### src/rtl/unidade_controle_jogada.sv
// Moore control unit for the play datapath: start, clear, wait/register/compare/advance loop.
// Optional inactivity timeout in `espera` is compiled in only when UC_TIMEOUT_EN is defined.
module unidade_controle_jogada #(
  parameter int unsigned TIMEOUT_CYCLES = 5000
) (
  input  logic       clock,
  input  logic       reset,
  input  logic       iniciar,
  input  logic       jogada,
  input  logic       igual,
  input  logic       fim_contagem,
  output logic       zera_contador,
  output logic       conta_contador,
  output logic       zera_registrador,
  output logic       registra,
  output logic       pronto,
  output logic       acertou,
  output logic       errou,
  output logic       timeout,
  output logic [3:0] db_estado
);

  typedef enum logic [3:0] {
    Inicial    = 4'b0000,
    Preparacao = 4'b0001,
    Espera     = 4'b0010,
    Registra   = 4'b0100,
    Comparacao = 4'b0101,
    Proximo    = 4'b0110,
    FimAcerto  = 4'b1010,
    FimErro    = 4'b1110,
    FimTimeout = 4'b1101
  } estado_t;

  estado_t estado_q, estado_d;
  logic    jogada_q;
  logic    borda;
  logic    timeout_hit;
  logic    zera_d, conta_d, registra_d, pronto_d, acertou_d, errou_d, timeout_d;

  // Only a fresh press counts; a level held from before `espera` is ignored.
  assign borda = jogada & ~jogada_q;

`ifdef UC_TIMEOUT_EN
  localparam int unsigned CntW = (TIMEOUT_CYCLES > 1) ? $clog2(TIMEOUT_CYCLES) : 1;

  logic [CntW-1:0] cnt_q;

  assign timeout_hit = (cnt_q == CntW'(TIMEOUT_CYCLES - 1));

  always_ff @(posedge clock or negedge reset) begin
    if (!reset) begin
      cnt_q <= '0;
    end else if (estado_q == Espera) begin
      cnt_q <= cnt_q + CntW'(1);
    end else begin
      cnt_q <= '0;
    end
  end
`else
  logic unused_timeout_cfg;

  assign timeout_hit        = 1'b0;
  assign unused_timeout_cfg = ^TIMEOUT_CYCLES;
`endif

  always_comb begin
    estado_d = Inicial;
    case (estado_q)
      Inicial:    estado_d = iniciar ? Preparacao : Inicial;
      Preparacao: estado_d = Espera;
      Espera: begin
        if (borda) begin
          estado_d = Registra;
        end else if (timeout_hit) begin
          estado_d = FimTimeout;
        end else begin
          estado_d = Espera;
        end
      end
      Registra:   estado_d = Comparacao;
      Comparacao: begin
        if (!igual) begin
          estado_d = FimErro;
        end else if (fim_contagem) begin
          estado_d = FimAcerto;
        end else begin
          estado_d = Proximo;
        end
      end
      Proximo:    estado_d = Espera;
      FimAcerto:  estado_d = iniciar ? Preparacao : FimAcerto;
      FimErro:    estado_d = iniciar ? Preparacao : FimErro;
`ifdef UC_TIMEOUT_EN
      FimTimeout: estado_d = iniciar ? Preparacao : FimTimeout;
`endif
      default:    estado_d = Inicial;
    endcase
  end

  // Outputs are decoded from the next state and registered, so they line up with estado_q.
  always_comb begin
    zera_d     = 1'b0;
    conta_d    = 1'b0;
    registra_d = 1'b0;
    pronto_d   = 1'b0;
    acertou_d  = 1'b0;
    errou_d    = 1'b0;
    timeout_d  = 1'b0;
    case (estado_d)
      Preparacao: zera_d     = 1'b1;
      Registra:   registra_d = 1'b1;
      Proximo:    conta_d    = 1'b1;
      FimAcerto: begin
        pronto_d  = 1'b1;
        acertou_d = 1'b1;
      end
      FimErro: begin
        pronto_d = 1'b1;
        errou_d  = 1'b1;
      end
`ifdef UC_TIMEOUT_EN
      FimTimeout: begin
        pronto_d  = 1'b1;
        timeout_d = 1'b1;
      end
`endif
      default: ;
    endcase
  end

  always_ff @(posedge clock or negedge reset) begin
    if (!reset) begin
      estado_q         <= Inicial;
      jogada_q         <= 1'b0;
      zera_contador    <= 1'b0;
      zera_registrador <= 1'b0;
      conta_contador   <= 1'b0;
      registra         <= 1'b0;
      pronto           <= 1'b0;
      acertou          <= 1'b0;
      errou            <= 1'b0;
    end else begin
      estado_q         <= estado_d;
      jogada_q         <= jogada;
      zera_contador    <= zera_d;
      zera_registrador <= zera_d;
      conta_contador   <= conta_d;
      registra         <= registra_d;
      pronto           <= pronto_d;
      acertou          <= acertou_d;
      errou            <= errou_d;
    end
  end

`ifdef UC_TIMEOUT_EN
  always_ff @(posedge clock or negedge reset) begin
    if (!reset) begin
      timeout <= 1'b0;
    end else begin
      timeout <= timeout_d;
    end
  end
`else
  assign timeout = 1'b0;
  logic unused_timeout_d;
  assign unused_timeout_d = timeout_d;
`endif

  assign db_estado = estado_q;

endmodule

### config.mk
export PLATFORM = sky130hd
export DESIGN_NAME = unidade_controle_jogada
export DESIGN_NICKNAME = d
export VERILOG_FILES = /design/src/rtl/unidade_controle_jogada.sv
export SDC_FILE = /design/constraint.sdc
export NUM_CORES = 1
export LEC_CHECK = 0
export ABC_AREA = 1
export CELL_PAD_IN_SITES_DETAIL_PLACEMENT = 0
export CELL_PAD_IN_SITES_GLOBAL_PLACEMENT = 1
export CORE_MARGIN = 2
export CORE_UTILIZATION = 30
export DETAILED_ROUTE_END_ITERATION = 7
export GPL_TIMING_DRIVEN = 0
export PLACE_DENSITY = 0.82
export SYNTH_ARGS = -nofsm -noshare
export SYNTH_HDL_FRONTEND = slang
export SYNTH_SLANG_ARGS = --single-unit
### constraint.sdc
create_clock -name clock -period 1.5 [get_ports clock]
set_input_delay 0.3 -clock clock [delete_from_list [all_inputs] [get_ports clock]]
set_output_delay 0.3 -clock clock [all_outputs]
set_load 0.02 [all_outputs]
# Yosys cells after proc, flatten, opt, wreduce, memory -nomap -nowiden
# Index checks and enable logic that the tools add are counted.
dict set report totals {
  reg_bits 11
  output_inout_bits 12
}
dict set report classes {
  n_eq_ne 12
  mux 13
  bitwise_logic 2
  n_reduce_logical 3
}
# cell count
set op_table {}
lappend op_table {{case mux 4 bit (7 select lines)} 1}
lappend op_table {{equality test 4 x 3 -> 1 bit (second input constant)} 5}
lappend op_table {{equality test 4 bit (second input constant)} 4}
lappend op_table {{2-to-1 mux 4 bit} 4}
lappend op_table {{equality test 4 x 1 -> 1 bit (second input constant)} 2}
lappend op_table {{2-to-1 mux 1 bit} 7}
lappend op_table {{equality test 4 x 2 -> 1 bit (second input constant)} 1}
lappend op_table {{logical NOT 4 bit} 1}
lappend op_table {{OR reduction 2 bit} 2}
lappend op_table {{2-to-1 mux 3 bit} 1}
lappend op_table {{AND 1 bit} 1}
lappend op_table {{inverter 1 bit} 1}

# Depth between registers and ports, before layout
dict set report logic_depth {
  word_depth 7
  ltp_mapped 8
}

# Worst setup path after synthesis
# OpenSTA, ideal clock, no wires.
dict set report synth_timing {
  path_type {reg-to-reg}
  start {register estado_q[3], in the netlist db_estado[3]}
  end {register conta_contador}
  setup_ns 0.114
  t_arrival_ns 1.055
  t_required_ns 1.386
  slack_ns 0.332
  path_stages_with_launch 9
  synth_period_minus_slack_ns 1.168
  path_cell_list {dfrtp_1 inv_1 nand2_2 nor2_2 o21ai_2 nand2_2 clkinv_2 nand2_1 nor2_2}
}
dict set report synth_via {
  elab_chain_len 5
}
# element line_no
set synth_lines {}
lappend synth_lines {{start, declared} 35} ;# estado_t estado_q, estado_d;
lappend synth_lines {{start signal, assigned} 134} ;# estado_q <= Inicial;
lappend synth_lines {{start signal, assigned} 144} ;# estado_q <= estado_d;
lappend synth_lines {{equality test 4 x 3 -> 1 bit or equality test 4 x 1 -> 1 bit (tied branches)} 69} ;# case (estado_q)
lappend synth_lines {{OR reduction 2 bit (no line)} --}
lappend synth_lines {{case mux 4 bit (7 select lines) *} 69}
lappend synth_lines {{via estado_d[3]} 35}
lappend synth_lines {{equality test 4 x 3 -> 1 bit *} 110} ;# case (estado_d)
lappend synth_lines {{2-to-1 mux 1 bit *} 110}
lappend synth_lines {{via conta_d} 39} ;# logic zera_d, conta_d, registra_d, pronto_d, acertou_d, errou_d, timeout_d;
lappend synth_lines {{end signal, assigned} 148} ;# conta_contador <= conta_d;
lappend synth_lines {{end, declared} 13} ;# output logic conta_contador,
# Mark *: on every way through the listed nets, which the timed path passes. The rest lies on a longest branch.

# Final worst setup path
dict set report layout_timing {
  start {register estado_q[3], in the netlist db_estado[3]}
  end {output db_estado[3]}
}
# element line_no
set layout_rtl {}
lappend layout_rtl {{end, declared} 20} ;# output logic [3:0] db_estado
# No word-level cell between the ends.

==> metrics.md <==
| Metric | Value |
|---|---|
| GRT overflow | `0` |
| Critical path class | `flip-flop to primary output` |
| Full die area | `2120 µm²` |
| Worst Path Required | `1200 ps` |
| ANT cells | `0` |
| DR pass1 iterations | `3` |
| Vias per inst | `4.52` |
| Fin cells | `96` |
| Status | `completed` |
| Avg WL per Cell | `10.3 µm` |
| Clk buf depth | `2` |
| Placed inst area | `711 µm²` |
| Syn_area_per_cell | `8.97 µm²` |
| Reg area | `275 µm²` |
| CP arrival | `1100 ps` |
| Crit path from | `db_estado[3]` |
| Layout cell share with drive strength beyond 1 | `0.241` |
| Final wirelength | `984 µm` |
| F_max | `0.714 GHz` |
| Filler cells | `187` |
| Vias in the first global route | `349` |
| CTS buffer count | `3` |
| Rows | `15` |
| GP Congestion | `0.774` |
| Yosys warns | `0` |
| Peak supply drop | `583 µV` |
| Startpoint types | `flip-flop` |
| Pre-CTS worst setup slack | `95.5 ps` |
| Core area | `1690 µm²` |
| CP max stage cell | `dfrtp_1` |
| H-tree depth | `1` |
| Detail Route Antenna Nets | `0` |
| Final setup viols | `0` |
| Post-synthesis sequential area ratio | `0.520` |
| Number of DRC markers after the initial detailed-route iteration | `10` |
| Max_cap viols | `0` |
| Clock Latency Late Sink | `270 ps` |
| Inst Count DP | `92` |
| Total track usage | `0.109` |
| Maximum number of pins on one net before global-route repair | `12` |
| Post-route cell area | `724 µm²` |
| Worst-path fanout max | `7` |
| Nets | `86` |
| Clock Skews | `0.474 ps` |
| Worst path max stage delay | `470 ps` |
| Final Max Slew Viols | `0` |
| Cell family with most CP delay | `flip-flops` |
| Initial Util | `0.313` |
| Crit path buffers/inverters | `1` |
| CP Capture Type | `primary output` |
| Overall die height | `46 µm` |
| Final period utilization | `0.933` |
| Worst reg2reg setup slack | `320 ps` |
| DR DRC count | `0` |
| Unique masters post-synth | `19` |
| I/O Buffers | `16` |
| Total number of vias | `434` |
| Final worst slack | `99.9 ps` |
| Die Wd | `46 µm` |
| Clock-pin transition on the worst setup and hold timing paths | `70 ps` |
| Reg2reg end | `conta_contador` |
| Cells after Synth | `59` |
| Root Buffer | `clkbuf_4` |
| CTS Sinks | `11` |
| Mapped cell area | `529 µm²` |
| Lkg Pwr | `0.000420 µW` |
| First-pass GRT wire length | `1.49 mm` |
| Hold Path Class | `input port to asynchronous set/reset pin` |
| Multi-input logic area | `189 µm²` |
| Synth Register Bits | `11` |
| Syn_nets | `65` |
| Final hold violation count | `0` |
| Minimum clock period | `1400 ps` |
| Critical path, cell by cell | `dlygate4sd2_1` |
| Pwr dens | `1630 nW/µm²` |
| Design Power | `1180 µW` |
| DP HPWL | `760 µm` |
| I/O pin count | `18` |
| Initial antenna violation count | `0` |
| RSZ-0062 raised after global routing | `false` |
| Setup_tns | `0 ps` |
| Reg2reg start | `db_estado[3]` |
| TritonCTS clock tree | `yes` |
| Hold Buf Count CTS | `0` |
| Synth-to-Final Area Change | `36.9%` |
| Worst reg2reg path depth | `7` |
==> power by group <==
| part | leakage, µW | internal (µW) | switching, µW |
|---|---|---|---|
| logic | 0.000256 | 205 | 341 |
| registers | 0.000147 | 366 | 66.9 |
| clock network | 0.0000177 | 98.7 | 104 |
| total | 0.000420 | 670 | 512 |
==> layout by cell type, fill, tap and decap left out <==
cell and count:
a21oi_1 1, dfrtp_1 11, clkbuf_4 3, o211ai_2 1
nand3_1 3, buf_4 2, nor2_2 2, inv_1 10
nand2_2 2, nand3_2 2, nor2_4 1, conb_1 1
nand2_1 9, o21ai_2 1, clkinv_2 2, inv_2 2
o32ai_1 1, nor2_1 7, nand2_4 1, o211ai_1 1
dlygate4sd2_1 11, clkdlybuf4s50_1 5
==> area by class of cell <==
cell class	count	share of cell area
Timing Repair Buffer	16	0.202
Clock buffer	3	0.0311
Sequential cell	11	0.380
Tap cell	17	0.0294
Clock inverter	1	0.00691
Multi-Input combinational cell	33	0.261
Inverter	13	0.0691
Buffer	2	0.0207
==> worst max path at each step <==
stage          cells past startpoint  slack, ps             end
3_3_place_gp                       9        100  conta_contador
5_1_grt                            1         40    db_estado[3]
6_report                           1        100    db_estado[3]
4_1_cts                            1         80    db_estado[3]
2_1_floorplan                      8        330  conta_contador
3_5_place_dp                       9        100  conta_contador
==> Yosys cell counts <==
| cell type | number | area share |
|---|---|---|
| nand3_1 | 3 | 0.028 |
| nor2_1 | 7 | 0.050 |
| inv_1 | 10 | 0.071 |
| conb_1 | 1 | 0.0071 |
| o32ai_1 | 1 | 0.017 |
| nand3_2 | 2 | 0.038 |
| nor2_4 | 1 | 0.021 |
| nand2_4 | 1 | 0.021 |
| nand2_1 | 9 | 0.064 |
| clkinv_2 | 1 | 0.0094 |
| inv_2 | 2 | 0.014 |
| a21oi_1 | 1 | 0.0094 |
| o21ai_2 | 1 | 0.017 |
| o211ai_1 | 1 | 0.014 |
| nand2_2 | 2 | 0.024 |
| o211ai_2 | 1 | 0.024 |
| buf_4 | 2 | 0.028 |
| nor2_2 | 2 | 0.024 |
| dfrtp_1 | 11 | 0.52 |
==> flip-flops by register name, summed over array words and instances (netlist names) <==
| name | cells |
|---|---|
| db_estado | 4 |
| acertou | 1 |
| conta_contador | 1 |
| errou | 1 |
| jogada_q | 1 |
| pronto | 1 |
| registra | 1 |
| zera_registrador | 1 |
==> cell families after synthesis <==
kind of cell / count (synthesis) / share of synthesized area
buf+inv: 15 / 0.123
other cells: 1 / 0.00709
compound gates: 5 / 0.0804
simple gates: 27 / 0.269
flops: 11 / 0.520
==> metrics by stage <==
step / hold WS (ps) / utilization
2_1_floorplan: 4.41 / -
3_3_place_gp: 537 / 0.421
3_5_place_dp: 527 / 0.421
4_1_cts: 358 / 0.429
5_1_grt: 376 / 0.429
6_report: 352 / 0.429
==> metal layers <==
layer | wire, µm | global-route usage
met3 | 68 | 0.0516
met5 | 0 | 0
met1 | 432 | 0.115
met2 | 471 | 0.164
met4 | 12 | 0.0857
==> what timing repair did <==
action | CTS | global route
endpoints found under the hold margin | 0 | 0
setup buffers | 0 | 0
setup endpoints to repair | 11 | 0
gates resized for setup | 11 | 0
No activity file was read; power rests on OpenSTA's default activity.
